`src/rtl/l1pa_regfile_loader.sv`:
```
// l1pa_regfile_loader: loads a run of pages into a register file through a valid/ready handshake.
// Ports: sys_clk/rstn (clock, sync active-low reset), start_i/page_cnt_i (load request and page count),
// abort_i (cancel load), pg_data_i/pg_valid_i/pg_ready_o (page stream), regType0_* (register-file write port),
// busy_o (LOAD state), done_o (completion pulse), err_o (illegal start pulse).
module l1pa_regfile_loader #(
    parameter int L1PA_REGFILE_PAGE_NUM   = 8,
    parameter int L1PA_REGFILE_PAGE_WIDTH = 16,
    parameter int L1PA_REGFILE_ADDR_WIDTH = 3
) (
    input  logic                               sys_clk,
    input  logic                               rstn,
    input  logic                               start_i,
    input  logic [L1PA_REGFILE_ADDR_WIDTH:0]   page_cnt_i,
    input  logic                               abort_i,
    input  logic [L1PA_REGFILE_PAGE_WIDTH-1:0] pg_data_i,
    input  logic                               pg_valid_i,
    output logic                               pg_ready_o,
    output logic [L1PA_REGFILE_ADDR_WIDTH-1:0] regType0_waddr_o,
    output logic [L1PA_REGFILE_PAGE_WIDTH-1:0] regType0_wdata_o,
    output logic                               regType0_we_o,
    output logic                               busy_o,
    output logic                               done_o,
    output logic                               err_o
);
    localparam int AW = L1PA_REGFILE_ADDR_WIDTH;
    localparam int DW = L1PA_REGFILE_PAGE_WIDTH;
    localparam logic [AW:0] MAX_CNT = (AW+1)'(L1PA_REGFILE_PAGE_NUM);

    typedef enum logic [1:0] {S_IDLE, S_LOAD, S_DONE} state_t;

    state_t          r_state;
    logic [AW:0]     r_cnt;
    logic [AW:0]     r_lat;
    logic [AW-1:0]   r_waddr;
    logic [DW-1:0]   r_wdata;
    logic            r_we;
    logic            r_done;
    logic            r_err;
    logic            w_start_ok;
    logic            w_hs;
    logic            w_last;

    assign w_start_ok = (page_cnt_i != '0) && (page_cnt_i <= MAX_CNT);
    assign busy_o     = r_state == S_LOAD;
    // abort wins over the handshake so no page is taken in the abort cycle
    assign pg_ready_o = busy_o && !abort_i;
    assign w_hs       = pg_valid_i && pg_ready_o;
    assign w_last     = r_cnt == r_lat - 1'b1;

    assign regType0_waddr_o = r_waddr;
    assign regType0_wdata_o = r_wdata;
    assign regType0_we_o    = r_we;
    assign done_o           = r_done;
    assign err_o            = r_err;

    always_ff @(posedge sys_clk) begin
        if (!rstn) begin
            r_state <= S_IDLE;
            r_cnt   <= '0;
            r_lat   <= '0;
            r_waddr <= '0;
            r_wdata <= '0;
            r_we    <= 1'b0;
            r_done  <= 1'b0;
            r_err   <= 1'b0;
        end else begin
            r_we   <= 1'b0;
            r_done <= 1'b0;
            r_err  <= 1'b0;
            case (r_state)
                S_IDLE: begin
                    if (start_i && w_start_ok) begin
                        r_lat   <= page_cnt_i;
                        r_cnt   <= '0;
                        r_state <= S_LOAD;
                    end else if (start_i) begin
                        r_err <= 1'b1;
                    end
                end
                S_LOAD: begin
                    if (abort_i) begin
                        r_state <= S_IDLE;
                    end else if (w_hs) begin
                        r_we    <= 1'b1;
                        r_waddr <= r_cnt[AW-1:0];
                        r_wdata <= pg_data_i;
                        // final page: done_o rises together with its write strobe
                        if (w_last) begin
                            r_done  <= 1'b1;
                            r_state <= S_DONE;
                        end else begin
                            r_cnt <= r_cnt + 1'b1;
                        end
                    end
                end
                S_DONE:  r_state <= S_IDLE;
                default: r_state <= S_IDLE;
            endcase
        end
    end
endmodule

```
`config.mk`:
```
export PLATFORM = sky130hd
export DESIGN_NAME = l1pa_regfile_loader
export DESIGN_NICKNAME = d
export VERILOG_FILES = /design/src/rtl/l1pa_regfile_loader.sv
export SDC_FILE = /design/constraint.sdc
export NUM_CORES = 1
export LEC_CHECK = 0
export CAP_MARGIN = 25
export CELL_PAD_IN_SITES_DETAIL_PLACEMENT = 0
export CELL_PAD_IN_SITES_GLOBAL_PLACEMENT = 1
export CORE_ASPECT_RATIO = 1.5
export CORE_MARGIN = 4
export CORE_UTILIZATION = 34
export DETAILED_ROUTE_END_ITERATION = 8
export PLACE_DENSITY = 0.81
export SYNTH_ARGS = -nofsm -noshare
export SYNTH_HDL_FRONTEND = slang
export SYNTH_SLANG_ARGS = --single-unit
export TNS_END_PERCENT = 20
```
`constraint.sdc`:
```
create_clock -name sys_clk -period 3.5 [get_ports sys_clk]
set_input_delay 0.7 -clock sys_clk [delete_from_list [all_inputs] [get_ports sys_clk]]
set_output_delay 0.7 -clock sys_clk [all_outputs]
set_load 0.1 [all_outputs]
```
== After elaboration in Yosys (flattened, before gate mapping) ==
Index checks and enable logic that the tools add are counted.
Widths: inputs -> output; s select.
Cells by class
  add/subtract/negate cells: 2
  multiply operators: 0
  divide/modulo/power cells: 0
  magnitude comparators: 1
  eq/ne operators: 8
  shifts and indexed selects: 0
  mux-type cells: 13
  bitwise operators: 5
  reduce and logical (&&, ||, !) cells: 15
Operators by type and width (number)
  $mux 4: 4
  $mux 2: 4
  $pmux 4 s2: 1
  $ne 2x2->1 const B: 3
  $ne 3x2->1 const B: 2
  $reduce_and 3->1: 2
  $reduce_or 3->1: 2
  $not 1->1: 5
  $reduce_and 5->1: 1
  $add 4x1->4 const B: 1
  $eq 4x4->1: 1
  $le 4x4->1 const B: 1
  $logic_and 1x1->1: 4
  $pmux 2 s2: 1
  $reduce_bool 4->1: 1
  $reduce_or 4->1: 1
  $sub 4x1->4 const B: 1
  $mux 1: 3
  $eq 2x1->1 const B: 1
  $logic_not 2->1: 1
  $ne 2x1->1 const B: 1
  $reduce_and 2->1: 1
  $reduce_bool 2->1: 1
  $logic_not 1->1: 1
Word-level totals
  flip-flop bits (word level): 32
  bits in latches: 0
  RAM bits: 0
  ROM bits: 0
  input bits: 25
  output and inout bits: 24
  word-level logic and storage cells: 52
  memories kept: 0

== Logic depth before layout (Yosys ltp) ==
Gate-level depths: netlist (run 1).
  word-level depth: 6
  depth in mapped cells: 6
  gate-level depth less buffers: 6

== Worst setup path after synthesis (run 1) ==
OpenSTA, ideal clock, no wires.
  path type: input to register
  start: in abort_i
  end: reg r_done (netlist: done_o)
  setup time: 0.060 ns
  arrival time: 2.690 ns
  data required time: 3.440 ns
  slack: 0.750 ns
  cell stages on the path: 5
  path buffers: 1
  cells stage by stage: nor3b_2 -> nand2_1 -> clkbuf_1 -> nor2_1 -> and3_1
Between the ends
  word-level cells in the longest chain between the ends: 5
RTL lines
  from (decl): line 14  | input logic abort_i,
  $logic_not 1->1: line 46  | assign pg_ready_o = busy_o && !abort_i;
  $logic_and 1x1->1: line 46
  $logic_and 1x1->1: line 47  | assign w_hs = pg_valid_i && pg_ready_o;
  $not 1->1 (no source line)
  $reduce_or 4->1 (no source line) (*)
  to (signal assigned): line 64  | r_done <= 1'b0;
  to (signal assigned): line 68  | r_done <= 1'b0;
  to (signal assigned): line 89  | r_done <= 1'b1;
  to (decl): line 37  | logic r_done;
Every way passes the cells marked *; elsewhere a longest branch is shown, timed or not.
A chain may end at the register's enable or synchronous reset.

== Worst setup path in the final report (run 1) ==
  start: reg r_wdata[6] (netlist: regType0_wdata_o[6])
  end: out regType0_wdata_o[6]
RTL lines
  from (decl): line 35  | logic [DW-1:0] r_wdata;
  from (signal assigned): line 86  | r_wdata <= pg_data_i;
  to (decl): line 19  | output logic [L1PA_REGFILE_PAGE_WIDTH-1:0] regType0_wdata_o,
No word-level cell between the ends.

==> results of run 1 <==
-- report_power, final --
part           switching [W]  internal (W)  total (W)
logic              0.0000726     0.0000504   0.000123
registers         0.00000543      0.000372   0.000377
clock network       0.000120      0.000175   0.000295
total               0.000198      0.000597   0.000795
-- final cells by class --
| cell class | instances | area share (%) |
|---|---|---|
| Clock buffer | 7 | 4.98 |
| Tap cell | 43 | 2.78 |
| Inverter | 3 | 0.582 |
| Sequential cell | 32 | 33.1 |
| Multi-Input combinational cell | 108 | 33.6 |
| Timing Repair Buffer | 49 | 25.0 |
-- state kept, by name, indices dropped and copies added (netlist names) --
signal            flops
done_o                1
err_o                 1
r_cnt                 4
r_lat                 4
r_state               2
regType0_waddr_o      3
regType0_wdata_o     16
regType0_we_o         1
-- path summary, 6_finish.rpt --
path / slack (ns) / endpoint / startpoint
setup / recovery: 1.04 / regType0_wdata_o[6] / regType0_wdata_o[6]$_SDFFE_PN0P_
hold reg to reg: 0.45 / regType0_wdata_o[14]$_SDFFE_PN0P_ / regType0_wdata_o[14]$_SDFFE_PN0P_
hold / removal: 0.45 / regType0_wdata_o[14]$_SDFFE_PN0P_ / regType0_wdata_o[14]$_SDFFE_PN0P_
setup reg to reg: 1.71 / r_cnt[1]$_SDFFE_PN0P_ / r_state[0]$_SDFFE_PN0P_
-- cells by family after synthesis --
kind of cell / synth area share [%]
buffers and inverters: 2.73
DFF: 48.3
adders and majority gates: 1.88
and+or+nand+nor: 24.3
xor gates and xnor gates: 4.43
AOI/OAI and AO/OA: 12.3
muxes: 6.03
-- cells in the mapped netlist, types with 2 or more instances --
library cell	n
a21oi_1	23
and3_1	2
buf_2	2
clkbuf_1	4
dfxtp_1	32
ha_1	2
inv_1	2
mux2i_1	8
nand2_1	46
nand2b_1	3
nor2_1	5
nor3_1	2
nor3b_2	2
xnor2_1	3
-- stage by stage --
stage                     instances  total power, W
after detailed placement        235        0.000509
after CTS                       242        0.000807
final                           242        0.000795
after floorplan                 149        0.000461
after global placement          235        0.000507
after global routing            242        0.000829
-- routing by layer --
layer  wire, um  up-vias  part of all wire, %
met1       1220      521                   39
met4         44        0                  1.4
li1           -      595                    -
met5          0        -                    0
met3        232        4                  7.4
met2       1630       39                   52
==> impl_metrics.tcl, run 1 <==
set metrics [dict create \
    drcViolationCount 0 \
    cts_setup_buffers 0 \
    rsz0062_at_grt "false" \
    max-slew-margin-rel_pct 34.8 \
    drive_gt1_share_pct 9.05 \
    drt_iter0_drc 41 \
    setup_viol 0 \
    tightest_slew_ns 0.976 \
    synth-edff-count 0 \
    antenna_cells 0 \
    root_buffer "clkbuf_8" \
    grtUsageMet3_pct 3.85 \
    cts.sinks 32 \
    worstPathCellList "clkdlybuf4s50_1" \
    die_height_um 84.5 \
    placed_area_um2 1840 \
    worst_path_max_delay_cell "clkdlybuf4s50_1" \
    final_cell_mix "46 x nand2_1, 46 x clkdlybuf4s50_1, 32 x dfxtp_1" \
    ys_warn_count 0 \
    crit_cells 1 \
    power_density_nw_per_um2 411 \
    grtUsageMet2_pct 24.4 \
    synthCells 149 \
    dieArea_um2 4990 \
    avgRoutedWirePerCell_um 12.9 \
    final_nets 226 \
    grt_pass1_vias 1171 \
    num_rows 27 \
    clock_latency_ns 0.27 \
    vdd_drop_max_v 0.000329 \
    max_cap_violations 0 \
    ios 49 \
    gr-total-overflow 0 \
    hpwl_um 2410 \
    clk_pin_slew_worst_paths_ns 0.06 \
    cp-end-kind "output pin" \
    fin_crit_sh_pct 70.4 \
    finalClockSkew_ns 0.00334 \
    routed_wirelength_um 3130 \
    grt_max_degree 26 \
    synth_top_cell_by_area "dfxtp_1" \
    cts_tree "built" \
    vias 1159 \
    seq_area_um2 641 \
    met1_usage_pct 13.2 \
    antenna_found_initial 0 \
    syn_area_per_cell_um2 8.91 \
    yosysTopAreaCellShare_pct 48.3 \
    hold_viol 0 \
    worst_slack_ns 1.04 \
    dr.pass1.iters 4 \
    cp.arrival_ns 1.76 \
    portBuffers 48 \
    cpPeakStageDelay_ns 1.14 \
    grt_pass1_wl_um 5080 \
    htree_levels 2 \
    p_leak_nw 0.703 \
    die_w_um 59.0 \
    cts_buffers 5 \
    core_area_um2 3720 \
    ys_top_cells_by_area "dfxtp_1 48%, nand2_1 13%, a21oi_1 8.7%" \
    status "finished clean" \
    max_freq_mhz 406 \
    path_max_fanout 2 \
    finalMaxSlewViolations 0 \
    synth_seq_cells 32 \
    synth_cell_type_count 27 \
    cts.hold.buffers_added 0 \
    grt-busiest-layer "met2" \
    initial_core_util_pct 35.7 \
    ys_seq_area_share_pct 48.3 \
    ys.flop_type "dfxtp_1" \
    syn_area_um2 1330 \
    clk_path_buf_depth 2 \
    worstSetupPathType "reg2out" \
    hp-class "reg2reg" \
    min_period_ns 2.46 \
    required_ns 2.80 \
    via_per_inst 4.79 \
    crit_path_start_kind "flip-flop" \
    fin_util_pct 52.1 \
    syn_to_final_growth_pct 45.8 \
    hold_ws_ns 0.454 \
    grt_usage_pct 13.3 \
    tns_ns 0 \
    ant_nets 0 \
    gp_congestion 0.728 \
    holdPathStages 2 \
    ys_async_sr_fraction_pct 0 \
    post_cts_resized 0 \
    cp_num_buf_inv 1 \
    worst_r2r_path_depth 4 \
    mappedNetlistNets 176 \
    fin_area_um2 1940 \
    dp_slack_ns 0.923 \
    multi_input_area_um2 651 \
    num-fill-cells 357 \
    cp_top_family "buffers and inverters" \
]
Power figures use the tool's default switching activity.
==> run 2: changes to the inputs <==
--- a/config.mk
+++ b/config.mk
@@ -10,9 +10,9 @@
 export CELL_PAD_IN_SITES_GLOBAL_PLACEMENT = 1
 export CORE_ASPECT_RATIO = 1.5
 export CORE_MARGIN = 4
-export CORE_UTILIZATION = 34
+export CORE_UTILIZATION = 28
 export DETAILED_ROUTE_END_ITERATION = 8
-export PLACE_DENSITY = 0.81
+export PLACE_DENSITY = 0.71
 export SYNTH_ARGS = -nofsm -noshare
 export SYNTH_HDL_FRONTEND = slang
 export SYNTH_SLANG_ARGS = --single-unit
==> constraint.sdc (replaced) <==
create_clock -name sys_clk -period 2 [get_ports sys_clk]
set_input_delay 0.4 -clock sys_clk [delete_from_list [all_inputs] [get_ports sys_clk]]
set_output_delay 0.4 -clock sys_clk [all_outputs]
set_load 0.1 [all_outputs]
==> run 2 against run 1 <==
Effect of this change: wire length rose by 8.2%; via count grew 6.0%; register-to-register slack worse by 1.4 ns; clock skew rose by 0.0042 ns; die area rose by 19%; utilization down 7.1 points; design area is 5.5% higher; setup slack got worse by 0.88 ns; global-route usage shrank 1.0 points; non-clock buffer count up 12; critical path type is now in2out; largest cell class unchanged; highest routed layer unchanged.
==> impl_metrics.tcl, run 2 (synthesis results as in run 1) <==
set metrics [dict create \
    drive_gt1_share_pct 25.0 \
    worstSetupPathType "in2out" \
    fin_util_pct 45.0 \
    cp-end-kind "output pin" \
    setup.worst_path.start "abort_i" \
    grt_pass1_vias 1259 \
    rrSetupSlack_ns 0.29 \
    grtUsageMet3_pct 4.13 \
    antenna_found_initial 0 \
    max_cap_violations 0 \
    root_buffer "clkbuf_8" \
    num-fill-cells 455 \
    cts.sinks 32 \
    ios 49 \
    ant_nets 0 \
    min_from "regType0_wdata_o[0]$_SDFFE_PN0P_" \
    vias 1229 \
    finalMaxSlewViolations 0 \
    finalClockSkew_ns 0.00753 \
    die_height_um 92.3 \
    antenna_cells 0 \
    dr.pass1.iters 4 \
    initial_core_util_pct 29.2 \
    drcViolationCount 0 \
    dieArea_um2 5930 \
    worst_slack_ns 0.161 \
    cp.arrival_ns 1.44 \
    r2r-end "r_cnt[0]$_SDFFE_PN0P_" \
    path_max_fanout 2 \
    met1_usage_pct 13.4 \
    setup_viol 0 \
    required_ns 1.60 \
    vdd_drop_max_v 0.000444 \
    routed_wirelength_um 3390 \
    placed_area_um2 1930 \
    hpwl_um 2660 \
    holdPathStages 2 \
    gp_congestion 0.746 \
    grt-busiest-layer "met2" \
    fin_crit_sh_pct 91.9 \
    multi_input_area_um2 659 \
    grt_usage_pct 12.3 \
    cts_buffers 5 \
    hp-class "reg2reg" \
    grt_pass1_wl_um 5670 \
    largest_reg_flops 16 \
    dp_slack_ns 0.0214 \
    seq_area_um2 641 \
    hold_viol 0 \
    avgRoutedWirePerCell_um 12.3 \
    via_per_inst 4.45 \
    fin_area_um2 2040 \
    core_area_um2 4540 \
    final_cell_mix "46 x nand2_1, 35 x buf_4, 32 x dfxtp_1" \
    tightest_slew_ns 0.436 \
    cts_setup_buffers 0 \
    reg2reg_from "r_lat[0]$_SDFFE_PN0P_" \
    num_rows 30 \
    die_w_um 64.2 \
    max_freq_mhz 544 \
    gr-total-overflow 0 \
    post_cts_resized 0 \
    cts_tree "built" \
    tns_ns 0 \
    portBuffers 48 \
    power_density_nw_per_um2 736 \
    final_nets 238 \
    rsz0062_at_grt "false" \
    crit_path_start_kind "input port" \
    max-slew-margin-rel_pct 70.7 \
    clk_pin_slew_worst_paths_ns 0.06 \
    min_period_ns 1.84 \
    syn_to_final_growth_pct 53.8 \
    status "finished clean" \
    grtUsageMet2_pct 21.4 \
    hold_ws_ns 0.454 \
    final_common_cell "nand2_1" \
    clock_latency_ns 0.29 \
    worst_r2r_path_depth 6 \
    crit_path_end "pg_ready_o" \
    htree_levels 2 \
    drt_iter0_drc 25 \
    grt_max_degree 20 \
    cts.hold.buffers_added 0 \
    p_leak_nw 0.815 \
    clk_path_buf_depth 2 \
]
run 2: cell count changes in the layout (fill, tap and decap cells not counted), sizes merged:
cell / before / now
buf: 3 / 37
clkinv: 1 / 2
clkdlybuf4s50: 46 / 24
clkbuf: 7 / 6
bufinv: 0 / 1
run 2: layout make-up:
type / instances / area share [%]
Clock buffer: 6 / 3.55
Clock inverter: 2 / 1.72
Inverter: 3 / 0.551
Multi-Input combinational cell: 108 / 32.3
Sequential cell: 32 / 31.4
Tap cell: 64 / 3.92
Timing Repair Buffer: 61 / 26.6
run 2: worst min path at each step:
stage	endpoint	slack (ns)
after global routing	regType0_waddr_o[1]$_SDFFE_PN0P_	0.48
final	regType0_wdata_o[0]$_SDFFE_PN0P_	0.45
after detailed placement	regType0_wdata_o[6]$_SDFFE_PN0P_	0.45
after global placement	regType0_wdata_o[15]$_SDFFE_PN0P_	0.44
after CTS	regType0_wdata_o[6]$_SDFFE_PN0P_	0.46
after floorplan	r_cnt[3]$_SDFFE_PN0P_	0.45
run 2: per-stage QoR:
| stage | std cells | power, W |
|---|---|---|
| 3_3_place_gp | 268 | 0.000910 |
| 4_1_cts | 276 | 0.00151 |
| 5_1_grt | 276 | 0.00156 |
| 6_report | 276 | 0.00150 |
| 2_1_floorplan | 149 | 0.000808 |
| 3_5_place_dp | 268 | 0.000913 |
run 2: critical path: stages:
cell and delay, ns:
clkdlybuf4s50_1 0.48, nor3b_4 0.23, buf_4 0.16, buf_12 0.17
run 2: layer usage:
metal  part of all wire, %  wire length (um)
met5                     0                 0
met3                   6.1               206
met4                   2.1                70
met1                    40              1340
met2                    52              1770
run 2: report_power, final:
part           internal (W)  switching (W)
combinational      0.000105       0.000133
clock              0.000369       0.000235
sequential         0.000650     0.00000991
total               0.00112       0.000378
